--- config.mk ---
export PLATFORM = sky130hd
export DESIGN_NAME = uart_rx_monitor
export DESIGN_NICKNAME = d
export VERILOG_FILES = /design/src/rtl/uart_rx_monitor.sv
export SDC_FILE = /design/constraint.sdc
export NUM_CORES = 1
export LEC_CHECK = 0
export ABC_AREA = 1
export CAP_MARGIN = 20
export CORE_MARGIN = 4
export CORE_UTILIZATION = 42
export CTS_BUF_LIST = sky130_fd_sc_hd__clkbuf_16
export CTS_CLUSTER_DIAMETER = 150
export DETAILED_ROUTE_END_ITERATION = 8
export PLACE_DENSITY = 0.68
export SYNTH_ARGS = -nofsm -noshare
export SYNTH_HDL_FRONTEND = slang
export SYNTH_SLANG_ARGS = --single-unit
--- constraint.sdc ---
create_clock -name clk -period 2.8 [get_ports clk]
set_input_delay 0.28 -clock clk [delete_from_list [all_inputs] [get_ports clk]]
set_output_delay 0.28 -clock clk [all_outputs]
set_load 0.1 [all_outputs]
--- src/rtl/uart_rx_monitor.sv ---
// uart_rx_monitor
//   UART receiver with an error-tagged receive FIFO.
//   The serial input is double-synchronised. A falling edge starts a frame.
//   Data bits are sampled near mid-bit, LSB first, followed by optional
//   parity and 1 or 2 stop bits. Every frame that ends pushes
//   {frame_err, parity_err, data} into the FIFO. This includes frames with
//   errors and a single break entry.
//
// Ports
//   clk          : clock, rising edge
//   rst_n        : asynchronous active-low reset
//   rx_i         : serial line, idle high, asynchronous to clk
//   data_o       : head-of-FIFO data, LSB-aligned, upper bits zero
//   valid_o      : FIFO non-empty
//   ready_i      : consumer accepts head entry (pop when valid_o & ready_i)
//   frame_err_o  : head entry had a low stop bit
//   parity_err_o : head entry had a parity mismatch
//   overflow_o   : sticky, a frame was dropped because the FIFO was full
//   clear_i      : synchronous clear of overflow_o
//   level_o      : FIFO occupancy, 0..FIFO_DEPTH
module uart_rx_monitor #(
  parameter int unsigned CLKS_PER_BIT = 434,
  parameter int unsigned DATA_BITS    = 8,
  parameter int unsigned PARITY       = 0,
  parameter int unsigned STOP_BITS    = 1,
  parameter int unsigned FIFO_DEPTH   = 8
) (
  input  logic                          clk,
  input  logic                          rst_n,
  input  logic                          rx_i,
  output logic [7:0]                    data_o,
  output logic                          valid_o,
  input  logic                          ready_i,
  output logic                          frame_err_o,
  output logic                          parity_err_o,
  output logic                          overflow_o,
  input  logic                          clear_i,
  output logic [$clog2(FIFO_DEPTH):0]   level_o
);

  localparam int unsigned AW = $clog2(FIFO_DEPTH);
  localparam int unsigned CW = $clog2(CLKS_PER_BIT);
  localparam logic [CW-1:0] HALF_M1   = CW'(CLKS_PER_BIT / 2 - 1);
  localparam logic [CW-1:0] FULL_M1   = CW'(CLKS_PER_BIT - 1);
  localparam logic [3:0]    LAST_DATA = 4'(DATA_BITS - 1);
  localparam logic [3:0]    LAST_STOP = 4'(STOP_BITS - 1);
  localparam logic [AW:0]   DEPTH_L   = (AW+1)'(FIFO_DEPTH);

  localparam logic [2:0] S_IDLE  = 3'd0;
  localparam logic [2:0] S_START = 3'd1;
  localparam logic [2:0] S_DATA  = 3'd2;
  localparam logic [2:0] S_PAR   = 3'd3;
  localparam logic [2:0] S_STOP  = 3'd4;
  localparam logic [2:0] S_BREAK = 3'd5;

  // Synchroniser plus one history flop for falling-edge detection
  logic rx_meta, rx_sync, rx_prev;

  always_ff @(posedge clk or negedge rst_n) begin
    if (!rst_n) begin
      rx_meta <= 1'b1;
      rx_sync <= 1'b1;
      rx_prev <= 1'b1;
    end else begin
      rx_meta <= rx_i;
      rx_sync <= rx_meta;
      rx_prev <= rx_sync;
    end
  end

  logic [2:0]           state;
  logic [CW-1:0]        clk_cnt;
  logic [3:0]           bit_cnt;
  logic [DATA_BITS-1:0] shreg;
  logic                 frame_err, parity_err;
  logic                 sample;

  assign sample = (clk_cnt == FULL_M1);

  always_ff @(posedge clk or negedge rst_n) begin
    if (!rst_n) begin
      state      <= S_IDLE;
      clk_cnt    <= '0;
      bit_cnt    <= '0;
      shreg      <= '0;
      frame_err  <= 1'b0;
      parity_err <= 1'b0;
    end else begin
      case (state)
        S_IDLE: begin
          if (rx_prev && !rx_sync) begin
            state      <= S_START;
            clk_cnt    <= '0;
            bit_cnt    <= '0;
            frame_err  <= 1'b0;
            parity_err <= 1'b0;
          end
        end
        S_START: begin
          if (clk_cnt == HALF_M1) begin
            clk_cnt <= '0;
            state   <= rx_sync ? S_IDLE : S_DATA;
          end else begin
            clk_cnt <= clk_cnt + CW'(1);
          end
        end
        S_DATA: begin
          if (sample) begin
            clk_cnt <= '0;
            shreg   <= {rx_sync, shreg[DATA_BITS-1:1]};
            if (bit_cnt == LAST_DATA) begin
              bit_cnt <= '0;
              state   <= (PARITY != 0) ? S_PAR : S_STOP;
            end else begin
              bit_cnt <= bit_cnt + 4'd1;
            end
          end else begin
            clk_cnt <= clk_cnt + CW'(1);
          end
        end
        S_PAR: begin
          if (sample) begin
            clk_cnt    <= '0;
            parity_err <= (PARITY == 1) ? ~(^shreg ^ rx_sync) : (^shreg ^ rx_sync);
            state      <= S_STOP;
          end else begin
            clk_cnt <= clk_cnt + CW'(1);
          end
        end
        S_STOP: begin
          if (sample) begin
            clk_cnt <= '0;
            if (!rx_sync) frame_err <= 1'b1;
            if (bit_cnt == LAST_STOP) begin
              bit_cnt <= '0;
              state   <= rx_sync ? S_IDLE : S_BREAK;
            end else begin
              bit_cnt <= bit_cnt + 4'd1;
            end
          end else begin
            clk_cnt <= clk_cnt + CW'(1);
          end
        end
        S_BREAK: begin
          if (rx_sync) state <= S_IDLE;
        end
        default: state <= S_IDLE;
      endcase
    end
  end

  // The push happens on the final stop sample. That sample's own value is
  // folded into the frame error here, because the register has not caught
  // up with it yet.
  logic       push;
  logic [7:0] data_ext;
  logic [9:0] push_entry;

  always_comb begin
    data_ext                  = '0;
    data_ext[DATA_BITS-1:0]   = shreg;
    push       = (state == S_STOP) && sample && (bit_cnt == LAST_STOP);
    push_entry = {frame_err | ~rx_sync, parity_err, data_ext};
  end

  // FIFO
  logic [9:0]    mem [FIFO_DEPTH];
  logic [AW-1:0] wr_ptr, rd_ptr, rd_n;
  logic [AW:0]   count, count_n;
  logic          pop, push_ok;
  logic [9:0]    head_n;

  always_comb begin
    pop     = valid_o & ready_i;
    push_ok = push & ((count != DEPTH_L) | pop);
    rd_n    = pop ? rd_ptr + AW'(1) : rd_ptr;
    case ({push_ok, pop})
      2'b10:   count_n = count + (AW+1)'(1);
      2'b01:   count_n = count - (AW+1)'(1);
      default: count_n = count;
    endcase
    // When wr_ptr equals the next read pointer and a write succeeds, the
    // FIFO was empty after any pop. The incoming entry therefore becomes
    // the head directly.
    head_n = '0;
    if (count_n != '0) begin
      if (push_ok && (wr_ptr == rd_n)) head_n = push_entry;
      else                             head_n = mem[rd_n];
    end
  end

  always_ff @(posedge clk) begin
    if (push_ok) mem[wr_ptr] <= push_entry;
  end

  always_ff @(posedge clk or negedge rst_n) begin
    if (!rst_n) begin
      wr_ptr       <= '0;
      rd_ptr       <= '0;
      count        <= '0;
      valid_o      <= 1'b0;
      data_o       <= '0;
      frame_err_o  <= 1'b0;
      parity_err_o <= 1'b0;
      overflow_o   <= 1'b0;
    end else begin
      if (push_ok) wr_ptr <= wr_ptr + AW'(1);
      rd_ptr  <= rd_n;
      count   <= count_n;
      valid_o <= (count_n != '0);
      {frame_err_o, parity_err_o, data_o} <= head_n;
      if (push && !push_ok) overflow_o <= 1'b1;
      else if (clear_i)     overflow_o <= 1'b0;
    end
  end

  assign level_o = count;

endmodule

==> After elaboration in Yosys (flattened, before gate mapping) <==
Memories as Yosys holds them, arrays and structs flattened.
Index checks and enable logic that the tools add are counted.
{ "word_totals": {"output_inout_bits": 16, "n_memories": 1, "mem_bits_ro": 0, "elab_cells": 109, "reg_bits": 51, "latch_bits": 0, "in_bits": 5, "mem_bits_rw": 80} }
{ "classes": {"shifts": 0, "n_lt_le_gt_ge": 0, "bitwise_logic": 6, "add_sub_neg": 6, "muxes": 35, "eq_ne": 21, "div": 0, "multipliers": 0, "n_reduce_logical": 23} }
{ "mem_list": {"columns": ["memory", "depth", "word_bits", "rd", "rd_clocked_by_memory_dff", "write_ports", "line_no", "rtl"], "rows": [
  ["mem", 8, 10, 1, 0, 1, "167", "logic [9:0] mem [FIFO_DEPTH];"]
]} }
{ "op_table": {"columns": ["cell", "n"], "rows": [
  ["$mux W3", 10],
  ["$mux W9", 3],
  ["$pmux W9 S3", 1],
  ["$mux W10", 2],
  ["$mux W4", 5],
  ["$ne A2 B2 Y1 const B", 9],
  ["$pmux W3 S6", 1],
  ["$pmux W4 S3", 1],
  ["$add A9 B1 Y9 const B", 1],
  ["$eq A9 B8 Y1 const B", 1],
  ["$eq A9 B9 Y1 const B", 1],
  ["$add A4 B1 Y4 const B", 2],
  ["$mux W1", 8],
  ["$pmux W4 S2", 1],
  ["$reduce_and A4 Y1", 2],
  ["$reduce_and A8 Y1", 1],
  ["$reduce_xor A8 Y1", 1],
  ["$add A3 B1 Y3 const B", 2],
  ["$eq A3 B2 Y1 const B", 2],
  ["$eq A3 B3 Y1 const B", 2],
  ["$reduce_bool A2 Y1", 3],
  ["$reduce_bool A3 Y1", 2],
  ["$logic_and A1 B1 Y1", 5],
  ["$eq A4 B3 Y1 const B", 1],
  ["19 further kinds", 24]
]} }

==> Depth between registers and ports, before layout <==
Gate-level depths: netlist of run 1.
{ "logic_depth": {"depth_word": 8, "ltp_mapped": 21, "depth_no_buf": 20} }

==> Least setup slack after synthesis of run 1 <==
No wires, ideal clock.
{ "synth_path": {"path_kind": "flip-flop to flip-flop", "startpoint": "reg valid_o", "endpoint": "reg data_o[0]", "t_arrival_ps": 2864, "path_buffers": 1, "path_stages_with_launch": 16, "required_time_ps": 2686, "setup_time_ps": 114, "slack_ps": -178, "path_cell_list": "dfrtp_1 -> nand2_2 -> nand4_2 -> nand3_4 -> ha_1 -> inv_1 -> nand2_1 -> nand2_1 -> ha_1 -> o21ai_0 -> nand2_1 -> nor2_1 -> nand3_1 -> buf_4 -> nand2_1 -> nor2_1"} }
{ "synth_via": {"elab_chain_len": 7, "word_cells_on_any_way": 13} }
{ "synth_rtl": {"columns": ["item", "line_no", "rtl"], "rows": [
  ["start: declaration", "32", "output logic valid_o,"],
  ["start signal: assignment", "210", "valid_o <= (count_n != '0);"],
  ["$and A1 B1 Y1 *", "174", "pop = valid_o & ready_i;"],
  ["$or A1 B1 Y1", "175", "push_ok = push & ((count != DEPTH_L) | pop);"],
  ["$and A1 B1 Y1", "175", null],
  ["$eq A2 B1 Y1 or $eq A2 B2 Y1 (tied branches)", "177", "case ({push_ok, pop})"],
  ["$pmux W4 S2", "177", null],
  ["$reduce_bool A4 Y1", "186", "if (count_n != '0) begin"],
  ["$mux W10 *", "186", null],
  ["via head_n[0]", "171", "logic [9:0] head_n;"],
  ["end signal: assignment", "211", "{frame_err_o, parity_err_o, data_o} <= head_n;"],
  ["end: declaration", "31", "output logic [7:0] data_o,"]
]} }
The timed path passes the listed nets; every way through them passes the cells marked *.
A chain may end at the register's enable or synchronous reset.

==> Final worst setup path of run 1 <==
{ "layout_path": {"startpoint": "reg clk_cnt[1]", "endpoint": "reg data_o[5]"} }
{ "layout_via": {"elab_chain_len": 8, "word_cells_on_any_way": 11} }
{ "layout_rtl": {"columns": ["item", "line_no", "rtl"], "rows": [
  ["start: declaration", "72", "logic [CW-1:0] clk_cnt;"],
  ["start signal: assignment", "104", "clk_cnt <= clk_cnt + CW'(1);"],
  ["start signal: assignment", "118", "clk_cnt <= clk_cnt + CW'(1);"],
  ["start signal: assignment", "127", "clk_cnt <= clk_cnt + CW'(1);"],
  ["$eq A9 B9 Y1 *", "78", "assign sample = (clk_cnt == FULL_M1);"],
  ["$logic_and A1 B1 Y1 * (2 in a row)", "162", "push = (state == S_STOP) && sample && (bit_cnt == LAST_STOP);"],
  ["$and A1 B1 Y1 *", "175", null],
  ["$eq A2 B1 Y1 or $eq A2 B2 Y1 (tied branches)", "177", null],
  ["$pmux W4 S2 *", "177", null],
  ["via count_n[2]", "169", "logic [AW:0] count, count_n;"],
  ["$reduce_bool A4 Y1 *", "186", null],
  ["$mux W10 *", "186", null],
  ["via head_n[5]", "171", null]
]} }
Marked as above.

==> impl_results.md, run 1 <==
- Clock power frac: 27.1%
- Mapped Cells: 645
- Lkg Pwr: 0.00324 uW
- HP Class: primary input to register
- Total Wirelength: 14.1 mm
- Hold Fails Final Rpt: 0
- Post-route minimum period: 2530 ps
- HPWL after DPL: 9.16 mm
- Area grow syn2layout: 17.3%
- Max_cap viols: 0
- FP Rows: 43
- Largest net degree at the start of global routing: 41
- CTS Buf Count: 17
- Antenna violations before repair: 0
- Int Power: 4400 uW
- Antenna-violating nets left: 0
- Core ar.: between 10,000 and 15,000 um^2
- Iter 0 DRT Violations: 454
- Post-Syn Area: 6150 um^2
- CP required: about 3100 ps
- Root buffer cell: clkbuf_16
- Ports: 21
- Highest cell delay on the worst timing path: 410 ps
- RSZ-0062 raised after global routing: no
- CP most frequent cell: nand2_1
- Worst vdd ir: 0.792 mV
- Max Root-Sink Buffers: 2
- Number of synthesized flops with an enable pin: 80
- Synthesized area per cell: about 9.5 um^2
- Synth Warn #: 0
- Seq pwr share: 30.8%
- Critical-path cell list: inv_2 -> ha_2 -> nand4_4 -> nor2_8 -> nand3_4 -> ha_4 -> inv_1 -> nand2_1 -> nand2_1 -> ha_1 -> inv_1 -> nand2_1 -> nand3_1 -> nand3_1 -> nand2_1 -> nor2_2 -> nand3_1 -> buf_4 -> nand2_1 -> nor2_1
- Final setup vio count: 0
- NumNets Final: 701
- Placed cell area: roughly 6600 um^2
- Worst skew pair latency: ~420 ps
- 1st-pass router iterations: 5
- Status: completed
- Gate power share: 42.0%
- Crit. End Element: register
- Fill cells: approximately 1,300
- NetSw: 3390 uW
- Via Count: 4,636
- GRT overflow: 0
- Die width: 129 um
- Slowest CP cell: dfrtp_1
- Critical path class: register to register
- CP Launch Type: register
- Synth unique cells: 33
- Net Sw Frac: 43.5%
- Yosys top cell by area: edfxtp_1
- Fmax: 395 MHz
- PD cells: 1080 nW/um^2
- Die area: ~17,000 um^2
- GPL Wtd Cong: 0.826
- CP max FO: 11
- Final Max Slew Viols: 0
- Worst slew margin: around half
- Global-route wire length before repair: 22.9 mm
- Initial core utilization: 43.6%
- IO Port Bufs: 20
- Fin area: 7220 um^2
- Total GRT Usage: 17.7%
- Most area-consuming cells after synthesis: edfxtp_1 (39%), dfrtp_1 (20%), nand2_1 (11%)
- Top FF cell, synth: edfxtp_1
- Average vias per placed instance: 5.27
- CTS sink cnt: about 130
- Asr flop ratio synth: 38.9%
- Measured slew at the worst slew-check pin: slightly above 700 ps
- Setup TNS: 0 ps
- CTS tree: built
- Syn Nets: 660
- Final worst path period share: 90.4%
- Skew final: 9.37 ps
- Diodes inserted: 0
- Register area share after synthesis: 59.9%
- Share of cells above drive strength 1: 14.9%
- Vias in the first global route: 4,558
- Worst-path clk slew: 60 ps
- Final core utilization: 51.2%
- Synth top area share: 39.1%
- CP arrival: between 2000 and 3000 ps
- Flops & latches, synth: 131
- Power consumption: 7790 uW
- # H-tree levels: 4
- DR WL/cell: around 16 um
- DRC: 0
- Die Y: approximately 130 um
-- critical path: cells and delay by family (launching register included) --
kind                       cells  cell delay [ps]
and+or+nand+nor               13             1100
DFF                            1              410
buffers and inverters          4              370
adders and majority gates      3              530
-- cells in the mapped netlist (2+ instances only) --
cell type    n
a21oi_1      6
buf_2       13
buf_4        2
clkbuf_1     8
dfrtp_1     48
dfstp_2      3
edfxtp_1    80
ha_1        10
inv_1       61
inv_2        5
nand2_1    184
nand2_2      4
nand3_1    105
nand3_4      3
nand3b_1     4
nand4_1     16
nand4_2      2
nor2_1      32
nor2_2       2
nor2_4       2
nor3_1      13
o21a_1       2
o21ai_0     18
o21ai_1      3
o22ai_1      2
xnor2_1      4
xor2_1       7
-- power by group through the flow --
stage	Clock, uW	Sequential (uW)	Combinational [uW]
floorplan	0	3140	1680
global placement	0	2430	3140
detailed placement	0	2430	3220
CTS	2140	2400	3240
global route	2230	2420	3590
finish	2110	2400	3270
-- cell families (layout without fill, tap and decap cells) --
kind of cell / Yosys count / in the layout / share of synthesized area (%)
and+or+nand+nor: 369 / 369 / 27.6
AOI/OAI and AO/OA: 33 / 33 / 2.91
muxes: 1 / 1 / 0.183
adders and majority gates: 10 / 10 / 2.03
DFF: 131 / 131 / 59.9
xor gates and xnor gates: 11 / 11 / 1.57
buffers and inverters: 90 / 144 / 5.88
-- sequential cells by signal, summed over array words and instances, names as in the netlist --
register / count
valid_o: 1
level_o: 4
bit_cnt: 4
rx_prev: 1
parity_err: 1
frame_err_o: 1
mem: 80
rx_sync: 1
overflow_o: 1
frame_err: 1
rd_ptr: 3
state: 3
parity_err_o: 1
data_ext: 8
wr_ptr: 3
rx_meta: 1
data_o: 8
clk_cnt: 9
-- final cells by class --
| cell class | count | area [um^2] | share of cell area [%] |
|---|---|---|---|
| clock buffers | 17 | 425 | 5.90 |
| clock inverters | 15 | 141 | 1.96 |
| inverters | 67 | 251 | 3.49 |
| multi-input cells | 424 | 2140 | 29.6 |
| flip-flops and latches | 131 | 3690 | 51.1 |
| well taps | 180 | 225 | 3.12 |
| repair buffers | 45 | 345 | 4.79 |
-- stage by stage --
stage / cells / setup slack (ps) / hold WS (ps)
after detailed placement: 844 / 89.9 / 348
final: 879 / 269 / 269
after global placement: 844 / 160 / 350
after floorplan: 645 / 183 / -15.6
after global routing: 879 / 9.75 / 258
after CTS: 877 / 84.1 / 264
-- routing by layer --
| layer | vias up | wire [um] | global-route usage, % |
|---|---|---|---|
| met3 | 26 | 921 | 4.29 |
| li1 | 2246 | - | - |
| met4 | 0 | 215 | 5.93 |
| met2 | 142 | 7050 | 29.5 |
| met1 | 2222 | 5940 | 22.9 |
| met5 | - | 0 | 0 |
-- final timing paths --
| path | startpoint | end | slack [ps] | depth (start not counted) |
|---|---|---|---|---|
| worst max-delay path | clk_cnt[1]$_DFFE_PN0P_ | data_o[5]$_DFF_PN0_ | 270 | 20 |
| worst min-delay path | rx_i | rx_meta$_DFF_PN1_ | 270 | 1 |
| worst max register to register | clk_cnt[1]$_DFFE_PN0P_ | data_o[5]$_DFF_PN0_ | 270 | 20 |
| worst min register to register | rx_meta$_DFF_PN1_ | rx_sync$_DFF_PN1_ | 360 | 0 |
| max in group asynchronous | rst_n | data_ext[1]$_DFFE_PN0P_ | 1610 | 3 |
| min in group asynchronous | rst_n | clk_cnt[1]$_DFFE_PN0P_ | 460 | 2 |
-- layout by cell type, fill, tap and decap left out, drive strengths merged, types with 2 or more instances in the layout --
cell,count
nand2,188
nand3,108
edfxtp,80
inv,67
dfrtp,48
buf,41
nor2,37
o21ai,21
nand4,18
clkbuf,17
nor3,13
ha,10
clkinv,8
xor2,7
a21oi,7
clkinvlp,5
nand3b,4
xnor2,4
clkdlybuf4s50,3
dfstp,3
o22ai,2
o21a,2
bufinv,2
-- repair_timing --
action | CTS | global route
hold buffers | 1 | 0
buffers inserted | 0 | 2
gates resized for setup | 0 | 8
hold endpoints to repair | 29 | 0
setup endpoints to repair | 0 | 11
(Power assumes the default switching activity.)
==> run 2, diff against run 1 <==
CORE_MARGIN = 3   (was 4)
==> run 2 against run 1 <==
Wire length increased by 1.9%; fmax decreased by 3.5%; combinational power increased by 2%; clock power grew 12%; utilization grew 0.66 points; non-clock buffer count grew 2; largest cell class unchanged; largest power group unchanged.
==> impl_results.md, run 2 (same netlist as run 1, synthesis figures left out) <==
- Status: completed
- Worst-path clk slew: 60 ps
- Root buffer cell: clkbuf_16
- Measured slew at the worst slew-check pin: 717 ps
- Post-route minimum period: 2620 ps
- Largest regs: mem x80, clk_cnt x9
- Average vias per placed instance: 5.29
- CP Launch Type: register
- Ports: 21
- Placed cells: 843
- Skew final: 10.4 ps
- HPWL after DPL: 9.13 mm
- Die Y: 127 um
- Max_cap viols: 0
- CP max FO: 5
- Vias in the first global route: 4,587
- # H-tree levels: 4
- Lkg Pwr: 0.00329 uW
- FP Rows: 43
- RR Endpoint: data_o[2]$_DFF_PN0_
- CTS Buf Count: 17
- Critical Path End: data_o[2]$_DFF_PN0_
- Launching point of the worst reg2reg path: bit_cnt[1]$_DFFE_PN0P_
- Die area: 16,100 um^2
- Final Max Slew Viols: 0
- Diodes inserted: 0
- Antenna violations before repair: 0
- DR WL/cell: 16.3 um
- Die width: 127 um
- Fin area: 7310 um^2
- Worst skew pair latency: approximately 420 ps
- Via Count: approximately 4,700
- Critical path class: register to register
- Depth of the most critical reg-to-reg path: 20
- Final worst path period share: 93.7%
- HP Class: primary input to register
- GPL Wtd Cong: 0.829
- Share of cells above drive strength 1: 15.8%
- Total GRT Usage: between 10% and 20%
- Setup TNS: 0 ps
- Max Root-Sink Buffers: 2
- Setup crit start: bit_cnt[1]$_DFFE_PN0P_
- Antenna-violating nets left: 0
- Placed cell area: about 6600 um^2
- Crit. End Element: register
- Final setup vio count: 0
- Global-route wire length before repair: 23.5 mm
- Top reg by flops: mem
- Core ar.: between 10,000 and 15,000 um^2
- Hold depth: 1
- PD cells: 1110 nW/um^2
- Hold Fails Final Rpt: 0
- CP required: 3110 ps
- Most frequent cells in the layout: nand2_1 (184), nand3_1 (103), edfxtp_1 (80), inv_1 (60), dfrtp_1 (43)
- Worst vdd ir: 0.824 mV
- DRC: 0
- Reg2Reg Setup Slack: 180 ps
- Initial core utilization: 43.6%
- Iter 0 DRT Violations: 412
- IO Port Bufs: 20
- Max reg flops: 80
- Most common cell after layout, fill and taps aside: nand2_1
- Fmax: 381 MHz
- Total Wirelength: roughly 14 mm
- RSZ-0062 raised after global routing: no
- NumNets Final: ~700
- CP arrival: 2930 ps
- GRT overflow: 0
- 1st-pass router iterations: 5
- CTS sink cnt: approximately 130
- Largest net degree at the start of global routing: 41
- Final std cells w/o fill: just under 900
- CTS tree: built
- Worst slew margin: 52.2%
- Area grow syn2layout: 18.8%
run 2: cell type report:
cell class / count / area, um^2
Sequential cell: 131 / 3690
Inverter: 67 / 251
Timing Repair Buffer: 47 / 364
Fill cell: 1243 / 6790
Clock inverter: 15 / 206
Multi-Input combinational cell: 424 / 2150
Clock buffer: 17 / 425
Tap cell: 180 / 225
run 2: metal layers:
| layer | wire length, um | share of wire [%] | global-route usage (%) | up-vias |
|---|---|---|---|---|
| li1 | - | - | - | 2237 |
| met1 | 6100 | 42 | 23.9 | 2260 |
| met2 | 7240 | 50 | 31.0 | 139 |
| met3 | 784 | 5.4 | 4.56 | 23 |
| met4 | 272 | 1.9 | 6.37 | 0 |
| met5 | 0 | 0 | 0 | - |
run 2: critical path, stage by stage, from the launching register on:
cell     delay, ps
dfrtp_1        400
inv_1           80
ha_1           190
nand3_2        120
nor2_4         190
nand3_4        100
ha_4           180
nand2_1         60
nand2_1         70
ha_1           170
inv_1           50
nand2_1         70
inv_1           70
nand2_1         70
nand3_1         90
nand2_1         80
nor2_2         100
nand3_2        120
buf_4          190
nand2_1         60
nor2_1          40
run 2: worst min path at each step:
stage	startpoint	endpoint	slack (ps)
6_report	rx_i	rx_meta$_DFF_PN1_	270
4_1_cts	rx_i	rx_meta$_DFF_PN1_	260
5_1_grt	rx_i	rx_meta$_DFF_PN1_	260
3_5_place_dp	rx_meta$_DFF_PN1_	rx_sync$_DFF_PN1_	350
3_3_place_gp	rx_meta$_DFF_PN1_	rx_sync$_DFF_PN1_	350
2_1_floorplan	rst_n	bit_cnt[0]$_DFFE_PN0P_	-20
run 2: repair_timing:
item	4_1_cts	5_1_grt
endpoints found under the hold margin	28	0
setup endpoints to repair	8	11
pin swaps	0	3
gates resized for setup	1	11
hold buffers	1	0
buffers inserted	0	4
cloned	0	1
run 2: power by group:
group          total, uW  leakage, uW  switching (uW)  internal [uW]
Clock               2370     0.000298             873           1500
Combinational       3320      0.00144            2420            900
Sequential          2400      0.00155             170           2230
run 2: through the flow:
stage	utilization [%]	total power, uW	setup WS [ps]	hold slack [ps]
2_1_floorplan	-	4820	183	-15.6
3_3_place_gp	46.7	5570	100	350
3_5_place_dp	46.7	5640	-5.69	350
4_1_cts	51.3	8030	56.5	261
5_1_grt	51.8	8550	1.22	262
6_report	51.8	8090	177	270
